`src/rtl/sram_rr_arbiter.sv`:
```
// Round-robin arbiter and registered command stage for the single-port 128b x 2048 SRAM.
// Define SRAM_RR_ARB_CLEAR_EN to include the zero-fill clear sequencer (CLEAR state).
module sram_rr_arbiter #(
    parameter int ADDR_W    = 11,
    parameter int DATA_W    = 128,
    parameter int CLR_DEPTH = 36
) (
    input  logic              CLK,
    input  logic              reset,
    input  logic              req0,
    input  logic              req1,
    input  logic              we0,
    input  logic              we1,
    input  logic [ADDR_W-1:0] addr0,
    input  logic [ADDR_W-1:0] addr1,
    input  logic [DATA_W-1:0] wdata0,
    input  logic [DATA_W-1:0] wdata1,
    output logic              gnt0,
    output logic              gnt1,
    output logic              rvalid0,
    output logic              rvalid1,
    output logic [DATA_W-1:0] rdata,
    input  logic              clr_start,
    output logic              clr_busy,
    output logic              sram_cen,
    output logic              sram_wen,
    output logic [ADDR_W-1:0] sram_a,
    output logic [DATA_W-1:0] sram_d,
    input  logic [DATA_W-1:0] sram_q
);

    logic              last;
    logic              arb_en;
    logic              clr_wr;
    logic [ADDR_W-1:0] clr_addr;
    logic              rd_v1;
    logic              rd_tag1;

`ifdef SRAM_RR_ARB_CLEAR_EN
    localparam int CNT_W = (CLR_DEPTH > 1) ? $clog2(CLR_DEPTH) : 1;

    typedef enum logic {ARB, CLEAR} state_t;

    state_t           state;
    state_t           next_state;
    logic [CNT_W-1:0] clr_cnt;

    always_ff @(posedge CLK) begin
        if (reset) begin
            state   <= ARB;
            clr_cnt <= '0;
        end else begin
            state <= next_state;
            if (state == CLEAR && next_state == CLEAR)
                clr_cnt <= clr_cnt + CNT_W'(1);
            else
                clr_cnt <= '0;
        end
    end

    // clr_start takes the cycle away from arbitration; CLEAR ignores further pulses
    always_comb begin
        next_state = state;
        arb_en     = 1'b0;
        clr_wr     = 1'b0;
        clr_busy   = 1'b0;
        case (state)
            ARB: begin
                if (clr_start)
                    next_state = CLEAR;
                else
                    arb_en = 1'b1;
            end
            CLEAR: begin
                clr_busy = 1'b1;
                clr_wr   = 1'b1;
                if (clr_cnt == CNT_W'(CLR_DEPTH - 1))
                    next_state = ARB;
            end
            default: next_state = ARB;
        endcase
    end

    assign clr_addr = ADDR_W'(clr_cnt);
`else
    logic unused_clr;

    assign unused_clr = clr_start ^ (CLR_DEPTH == 0);
    assign arb_en     = 1'b1;
    assign clr_wr     = 1'b0;
    assign clr_busy   = 1'b0;
    assign clr_addr   = '0;
`endif

    // Grants are suppressed during reset so a requester never drops a request that gets flushed
    assign gnt0 = arb_en && !reset && req0 && (!req1 || last);
    assign gnt1 = arb_en && !reset && req1 && (!req0 || !last);

    always_ff @(posedge CLK) begin
        if (reset)
            last <= 1'b1;
        else if (gnt0)
            last <= 1'b0;
        else if (gnt1)
            last <= 1'b1;
    end

    always_ff @(posedge CLK) begin
        if (reset) begin
            sram_cen <= 1'b1;
            sram_wen <= 1'b1;
            sram_a   <= '0;
            sram_d   <= '0;
        end else if (clr_wr) begin
            sram_cen <= 1'b0;
            sram_wen <= 1'b0;
            sram_a   <= clr_addr;
            sram_d   <= '0;
        end else if (gnt0) begin
            sram_cen <= 1'b0;
            sram_wen <= ~we0;
            sram_a   <= addr0;
            sram_d   <= we0 ? wdata0 : '0;
        end else if (gnt1) begin
            sram_cen <= 1'b0;
            sram_wen <= ~we1;
            sram_a   <= addr1;
            sram_d   <= we1 ? wdata1 : '0;
        end else begin
            sram_cen <= 1'b1;
            sram_wen <= 1'b1;
        end
    end

    // Tag follows the command through the SRAM's one-cycle access to steer rvalid
    always_ff @(posedge CLK) begin
        if (reset) begin
            rd_v1   <= 1'b0;
            rd_tag1 <= 1'b0;
            rvalid0 <= 1'b0;
            rvalid1 <= 1'b0;
        end else begin
            rd_v1   <= (gnt0 && !we0) || (gnt1 && !we1);
            rd_tag1 <= gnt1;
            rvalid0 <= rd_v1 && !rd_tag1;
            rvalid1 <= rd_v1 && rd_tag1;
        end
    end

    assign rdata = sram_q;

endmodule
```
`config.mk`:
```
export PLATFORM = sky130hd
export DESIGN_NAME = sram_rr_arbiter
export DESIGN_NICKNAME = d
export VERILOG_FILES = /design/src/rtl/sram_rr_arbiter.sv
export SDC_FILE = /design/constraint.sdc
export NUM_CORES = 1
export LEC_CHECK = 0
export CAP_MARGIN = 20
export CORE_AREA = 3 3 265 267
export CTS_CLUSTER_DIAMETER = 60
export CTS_CLUSTER_SIZE = 10
export DETAILED_ROUTE_END_ITERATION = 7
export DIE_AREA = 0 0 268 270
export DONT_BUFFER_PORTS = 1
export GPL_TIMING_DRIVEN = 0
export PLACE_DENSITY = 0.3
export SETUP_SLACK_MARGIN = 0.05
export SLEW_MARGIN = 40
export SYNTH_ARGS = -nofsm -noshare
export SYNTH_HDL_FRONTEND = slang
export SYNTH_SLANG_ARGS = --single-unit
```
`constraint.sdc`:
```
create_clock -name CLK -period 1.25 [get_ports CLK]
set_clock_uncertainty 0.15 [all_clocks]
set_input_delay 0.0625 -clock CLK [delete_from_list [all_inputs] [get_ports CLK]]
set_output_delay 0.0625 -clock CLK [all_outputs]
set_load 0.01 [all_outputs]
```
* Word-level counts from Yosys, hierarchy flattened
Cells that the tools add are included.
Widths: inputs -> output; s select.
** Storage, ports and cells
- Output and inout bits :: 274
- Word-level logic and storage cells :: 42
- Input bits :: 413
- Flip-flop bits (word level) :: 146
** Cells by class
- Muxes and demuxes :: 12
- Reductions and logical operators :: 19
- Bitwise operators :: 2
** Operators by type and width (number)
- $mux 128 :: 4
- $mux 11 :: 2
- $logic_and 1x1->1 :: 8
- $logic_not 1->1 :: 7
- $mux 1 :: 6
- $logic_or 1x1->1 :: 3
- $not 1->1 :: 2
- $reduce_bool 2->1 :: 1

* Longest topological paths before layout
Gate-level depths: netlist of the first run.
- Depth after elaboration :: 5
- Depth in mapped cells :: 6
- Depth with buffers taken out :: 3

* Worst setup path after synthesis of the first run
Ideal clock, no wire load.
- Path kind :: register -> register
- From :: register last
- To :: register sram_d[10]
- Setup time :: 0.123 ns
- Stages on the path, launching flop included :: 7
- Clock period less this slack :: 1.408 ns
- Data arrival time :: 1.135 ns
- Path buffers :: 3
- Setup slack :: -0.158 ns
- Required time :: 0.977 ns
- Cell sequence :: dfxtp_1 > nand2b_1 > buf_2 > buf_4 > buf_2 > a41oi_1 > a21oi_1
** Between the ends
- Longest elaborated chain between the ends :: 4
- Elaborated cells on any way between the ends :: 7
- Those cells by class :: 1 x mux; 6 x reduce/logical
** Ends and longest elaborated chain
- from (decl) :: RTL line 32 : logic last;
- from (signal assigned) :: RTL line 101 : last <= 1'b1;
- from (signal assigned) :: RTL line 103 : last <= 1'b0;
- from (signal assigned) :: RTL line 105 : last <= 1'b1;
- $logic_not 1->1 :: RTL line 97 : assign gnt1 = arb_en && !reset && req1 && (!req0 || !last);
- $logic_or 1x1->1 :: RTL line 97
- $logic_and 1x1->1 :: RTL line 97
- $reduce_bool 2->1 (no line)
- to (signal assigned) :: RTL line 123 : sram_d <= we0 ? wdata0 : '0;
- to (signal assigned) :: RTL line 128 : sram_d <= we1 ? wdata1 : '0;
- to (decl) :: RTL line 28 : output logic [DATA_W-1:0] sram_d,
Several ways; a longest one is shown, not always the timed one.
A chain may end at the register's enable or synchronous reset.

* Worst setup path after layout of the first run
- From :: register last
- To :: register sram_d[83]
The elaborated chain is that of the path after synthesis.

==> impl_metrics.py, run 1 <==
metrics = {
    "run_status": {
        "status": "finished with violations",
        "violations": "hold timing, setup timing",
    },
    "timing": {
        "worstMarginPinSlew_ns": 0.904,
        "relSlewSlack": 0.398,
        "fin_crit_sh": 1.24,
        "final_max_slew_viol_count": 0,
        "hold_viol_final": 3,
        "setup_viol": 143,
        "rsz0062_at_grt": "true",
        "min_period_ns": 1.55,
        "worst_slack_ns": -0.298,
        "fmax_mhz": 646,
        "fin_tns_setup_ns": -30.98,
        "whs_ns": -0.404,
    },
    "min_path": {
        "hold_path_depth": 1,
        "hold_end": "rd_tag1$_SDFF_PP0_",
        "hold_class": "in -> reg",
        "min_from": "req1",
    },
    "power": {
        "p_leak_uw": 0.00491,
        "p_per_area_nw_per_um2": 1030,
        "finalPower_uw": 15200,
        "max-vdd-ir-drop_mv": 0.549,
    },
    "cts": {
        "clkLatencyLatePin_ns": 0.47,
        "cts.sinks": 146,
        "cts_tree": "done",
        "h-tree-depth": 4,
        "clockBufferDepth": 2,
        "cts-root-buf": "clkbuf_16",
        "hold_buffers": 283,
        "path_clk_slew_ns": 0.07,
        "cts_buffers": 17,
    },
    "worst_setup_path": {
        "cpPeakStageDelay_ns": 0.33,
        "worstPathMaxFanout": 5,
        "cp_common_cell": "clkbuf_16",
        "reg2reg_slack_ns": -0.30,
        "crit_arrival_ns": 1.77,
        "r2r-start": "last$_SDFFE_PP1P_",
        "crit_family": "buffers and inverters",
        "startpoint_type": "flip-flop",
        "reg2reg_depth": 6,
        "cp_cell_sequence": "nand2b_4 -> buf_12 -> clkbuf_16 -> clkbuf_16 -> a41oi_2 -> a21oi_1",
        "cp_data_required_time_ns": 1.47,
        "critPathKind": "reg -> reg",
        "endpoint_kind": "flip-flop",
        "r2r-end": "sram_d[83]$_SDFFE_PP0P_",
        "path_buf_inv": 3,
        "crit_slowest_cell": "dfxtp_2",
    },
    "cells_and_area": {
        "fin_cells": 2222,
        "fin_area_sq_um": 14800,
        "drive_gt1_frac": 0.329,
        "area_delta_synth_final_pct": 78.0,
        "n_fill_cell": 7475,
        "fin_nets": 1732,
    },
    "die": {
        "fp.dieW_um": 268,
        "fp-row-count": 96,
        "die_area_sq_um": 72400,
        "core_sq_um": 68300,
        "ios": 687,
        "die_y_um": 270,
        "initial_utilization": 0.122,
    },
    "placed_design": {
        "place_area_sq_um": 9830,
        "gp_congestion": 0.760,
        "dpl.hpwl_um": 41000,
        "port_buffers": 0,
        "placed_cells": 1874,
    },
    "synth": {
        "yosysMostFrequentCell": "buf_4",
        "synth_top_area_frac": 0.351,
        "ys_types": 26,
        "synth_area_sq_um": 8320,
        "synthArstFlopShare": 0,
        "netlist_top_cells_count": "buf_4 (150), dfxtp_1 (146), o21ai_0 (130)",
        "synth_top_area_cell": "dfxtp_1",
        "syn_area_per_cell_sq_um": 8.39,
        "ys_warn_count": 0,
        "synthesis.nets": 1405,
        "synth_ff_type": "dfxtp_1",
        "synth_area_leaders": "dfxtp_1 (35%), buf_4 (14%), a41oi_1 (13%)",
        "synth-edff-count": 0,
        "yosysSeqAreaShare": 0.351,
        "ys_ff_latch": 146,
        "syn_inst": 992,
    },
    "detailed_routing": {
        "ant_nets": 0,
        "avgViaCountPerCell": 4.42,
        "num_vias": 9818,
        "drt_iter0_markers": 358,
        "drc": 0,
        "first_pass_iters": 5,
        "post_drt_wl_per_cell_um": 25.7,
        "totalWireLength_um": 57100,
    },
    "global_route": {
        "grt-ovfl-total": 0,
        "antenna_found_initial": 16,
        "groute.usage.overall": 0.147,
        "grt_max_degree": 17,
        "grt_pass1_wl_um": 76400,
        "grt_pass1_vias": 10300,
    },
    "job": {
        "maxCapViolations": 0,
    },
}
==> through the flow <==
step           utilization  worst slack [ns]
2_1_floorplan            -            -0.101
3_3_place_gp         0.144            -0.898
3_5_place_dp         0.144            -0.928
4_1_cts              0.205            -0.311
5_1_grt              0.216            -0.346
6_report             0.217            -0.298
==> per-layer routing <==
layer  share of wire  track usage  routed length (um)  vias to the layer above
met3           0.077       0.0555                4410                       59
met5          0.0021            0                 120                        -
met1            0.39        0.165               22200                     4869
li1                -            -                   -                     4405
met2            0.52        0.262               29500                      467
met4           0.017       0.0370                 970                       18
==> sequential cells by signal, indices dropped and copies added (netlist names) <==
register,count
sram_d,128
sram_a,11
last,1
rd_tag1,1
rd_v1,1
rvalid0,1
rvalid1,1
sram_cen,1
sram_wen,1
==> how the worst max path moves through the flow <==
stage	from	to	slack (ns)	cells past startpoint
floorplan	last$_SDFFE_PP1P_	sram_d[14]$_SDFFE_PP0P_	-0.10	6
global placement	reset	sram_d[99]$_SDFFE_PP0P_	-0.90	5
detailed placement	reset	sram_d[99]$_SDFFE_PP0P_	-0.93	5
CTS	last$_SDFFE_PP1P_	gnt0	-0.31	4
global route	last$_SDFFE_PP1P_	sram_d[54]$_SDFFE_PP0P_	-0.35	6
finish	last$_SDFFE_PP1P_	sram_d[83]$_SDFFE_PP0P_	-0.30	6
==> layout make-up <==
| type | instances | area (sq um) | area share |
|---|---|---|---|
| Antenna cell | 8 | 20.0 | 0.00135 |
| Buffer | 263 | 2020 | 0.136 |
| Clock buffer | 18 | 439 | 0.0297 |
| Clock inverter | 14 | 200 | 0.0135 |
| Inverter | 2 | 7.51 | 0.000507 |
| Multi-Input combinational cell | 578 | 4720 | 0.319 |
| Sequential cell | 146 | 2950 | 0.200 |
| Tap cell | 882 | 1100 | 0.0745 |
| Timing Repair Buffer | 311 | 3340 | 0.226 |
==> cell usage in the layout (no fill, tap or decap), drive strengths merged <==
| master | n |
|---|---|
| a311oi | 11 |
| nand2b | 3 |
| nor2b | 2 |
| clkinvlp | 3 |
| bufinv | 4 |
| diode | 8 |
| and3 | 3 |
| clkbuf | 87 |
| o21ai | 140 |
| nand3 | 13 |
| nor3 | 1 |
| nor3b | 1 |
| inv | 7 |
| and2 | 1 |
| nand2 | 2 |
| dlygate4sd3 | 283 |
| a41oi | 128 |
| conb | 1 |
| clkinv | 2 |
| buf | 222 |
| nor2 | 13 |
| a21oi | 128 |
| o211ai | 128 |
| a21o | 2 |
| or2 | 1 |
| dfxtp | 146 |
==> report_power, final <==
part           switching (uW)  internal, uW
logic                    1940          1800
registers                 464          5000
clock network            2600          3430
total                    5000         10200
==> kinds of logic (layout without fill, tap and decap cells) <==
kind of cell / Yosys count / after routing / share of synthesized area
DFF: 146 / 146 / 0.351
buffers and inverters: 268 / 608 / 0.200
AOI/OAI and AO/OA: 537 / 537 / 0.425
other: 1 / 9 / 0.000451
and+or+nand+nor: 40 / 40 / 0.0236
==> timing repair <==
action,CTS,global route
setup endpoints to repair,169,145
hold endpoints to repair,143,4
setup buffers,8,6
pin swaps,33,124
gates resized for setup,123,100
cloned,3,12
(Power assumes the default switching activity.)
==> inputs of run 2 (changes only) <==
--- a/config.mk
+++ b/config.mk
@@ -6,11 +6,11 @@
 export NUM_CORES = 1
 export LEC_CHECK = 0
 export CAP_MARGIN = 20
-export CORE_AREA = 3 3 265 267
+export CORE_AREA = 3 3 267 269
 export CTS_CLUSTER_DIAMETER = 60
 export CTS_CLUSTER_SIZE = 10
 export DETAILED_ROUTE_END_ITERATION = 7
-export DIE_AREA = 0 0 268 270
+export DIE_AREA = 0 0 270 272
 export DONT_BUFFER_PORTS = 1
 export GPL_TIMING_DRIVEN = 0
 export PLACE_DENSITY = 0.3
==> run 2 against run 1 <==
  * The run still ends with hold timing, setup timing left
  * Combinational power fell by 1%
  * Final area fell by 0.51%
  * Flip-flop and latch count did not move
  * Clock-buffer cell count rose by 6
  * Critical path depth did not move
  * Register-to-register slack barely moved
  * Cell count rose by 2.3%
  * Maximum frequency rose by 0.37%
  * Sequential power barely moved
  * Sequential share of layout area barely moved
  * Global-route usage fell by 0.18 points
  * Hold slack barely moved
  * Critical endpoint is now sram_d[16]$_SDFFE_PP0P_
  * Largest power group unchanged
==> impl_metrics.py, run 2 (synthesis gave the netlist of run 1 again) <==
metrics = {
    "run_status": {
        "status": "finished with violations",
        "violations": "hold timing, setup timing",
    },
    "placed_design": {
        "dpl.hpwl_um": 41100,
        "place_area_sq_um": 9900,
        "pre_cts_ws_ns": -0.884,
        "placed_cells": 1924,
        "gp_congestion": 0.829,
        "port_buffers": 0,
    },
    "timing": {
        "worstMarginPinSlew_ns": 0.907,
        "whs_ns": -0.403,
        "final_max_slew_viol_count": 0,
        "fmax_mhz": 648,
        "rsz0062_at_grt": "true",
        "min_period_ns": 1.54,
        "relSlewSlack": 0.395,
        "setup_viol": 143,
        "fin_crit_sh": 1.23,
        "hold_viol_final": 3,
        "worst_slack_ns": -0.293,
    },
    "cts": {
        "cts_tree": "done",
        "h-tree-depth": 4,
        "cts.sinks": 146,
        "clkLatencyLatePin_ns": 0.47,
        "clockBufferDepth": 2,
        "cts-root-buf": "clkbuf_16",
        "cts_buffers": 17,
        "hold_buffers": 283,
        "path_clk_slew_ns": 0.07,
    },
    "cells_and_area": {
        "top_register": "sram_d",
        "mostFrequentLayoutCells": "dlygate4sd3_1 (283), buf_4 (149), o211ai_1 (128), o21ai_0 (128), dfxtp_1 (128)",
        "area_delta_synth_final_pct": 77.1,
        "largest_register_ffs": 128,
        "drive_gt1_frac": 0.308,
        "fin_cells": 2273,
        "reg.largest.list": "sram_d (128), sram_a (11)",
        "fin_nets": 1731,
        "fin_area_sq_um": 14700,
        "final_common_cell": "dlygate4sd3_1",
    },
    "detailed_routing": {
        "totalWireLength_um": 57000,
        "num_vias": 9821,
        "post_drt_wl_per_cell_um": 25.1,
        "drc": 0,
        "drt_iter0_markers": 435,
        "first_pass_iters": 5,
        "avgViaCountPerCell": 4.32,
        "ant_nets": 0,
    },
    "global_route": {
        "grt_max_degree": 17,
        "grt-ovfl-total": 0,
        "antenna_found_initial": 16,
        "groute.usage.overall": 0.145,
        "grt_pass1_vias": 10300,
        "grt_pass1_wl_um": 77600,
    },
    "die": {
        "ios": 687,
        "fp-row-count": 96,
        "die_area_sq_um": 73400,
        "initial_utilization": 0.121,
        "die_y_um": 272,
        "fp.dieW_um": 270,
        "core_sq_um": 68800,
    },
    "job": {
        "maxCapViolations": 0,
    },
    "power": {
        "p_leak_uw": 0.00486,
        "p_comb_frac": 0.247,
        "netSwitchingPower_uw": 4850,
        "finalPower_uw": 14900,
        "p_clk_frac": 0.388,
        "seqPwrFrac": 0.365,
        "p_sw_frac": 0.325,
        "internal_power_uw": 10100,
        "max-vdd-ir-drop_mv": 0.649,
        "p_per_area_nw_per_um2": 1010,
    },
    "worst_setup_path": {
        "worstPathMaxFanout": 10,
        "critPathKind": "reg -> reg",
        "crit_start": "last$_SDFFE_PP1P_",
        "r2r-start": "last$_SDFFE_PP1P_",
        "startpoint_type": "flip-flop",
        "cp_data_required_time_ns": 1.45,
        "crit_arrival_ns": 1.75,
        "endpoint_kind": "flip-flop",
    },
    "min_path": {
        "hold_class": "in -> reg",
        "min_from": "req1",
    },
}
run 2: cell type report:
cell class / instances / area [sq um]
fill: 7565 / 54100
tap: 931 / 1160
inverter: 2 / 7.51
clock buffer: 24 / 482
clock inverter: 8 / 126
sequential: 146 / 2950
antenna: 11 / 27.5
multi-input combinational: 578 / 4690
timing repair buffer: 309 / 3320
buffer: 264 / 1970
run 2: what timing repair did:
action / 4_1_cts / 5_1_grt
hold endpoints to repair: 143 / 3
gates cloned: 5 / 6
buffers inserted: 8 / 7
gates resized for setup: 127 / 69
pin swaps: 36 / 105
endpoints found under the setup margin: 160 / 147
run 2: final timing paths:
kind | slack [ns] | cells past startpoint | endpoint
worst max-delay path | -0.29 | 6 | sram_d[16]$_SDFFE_PP0P_
worst min-delay path | -0.40 | 1 | rd_tag1$_SDFF_PP0_
worst max register to register | -0.29 | 6 | sram_d[16]$_SDFFE_PP0P_
worst min register to register | 0.27 | 1 | rvalid0$_SDFF_PP0_
run 2: power groups by stage:
stage               sequential (uW)  combinational (uW)  clock [uW]
floorplan                      5380                1720           0
global placement               5560                2400           0
detailed placement             5550                2400           0
CTS                            5460                3530        6040
global route                   5490                3960        6160
finish                         5440                3690        5790
run 2: critical path, cell delays in order (launching register included):
cell and delay, ns:
dfxtp_2 0.33, nand2b_4 0.14, buf_12 0.15, buf_16 0.17, buf_12 0.17, a41oi_1 0.19
a21oi_1 0.09
run 2: through the flow:
stage	setup TNS [ns]	util
after CTS	-39.53	0.205
after floorplan	-7.87	-
after global placement	-89.10	0.144
after detailed placement	-88.23	0.144
final	-32.82	0.214
after global routing	-42.97	0.214
run 2: routing by layer:
layer,track usage,up-vias,part of all wire
met5,0,-,0.0014
met4,0.0368,12,0.015
met3,0.0482,50,0.070
met2,0.260,452,0.51
met1,0.166,4900,0.40
li1,-,4407,-
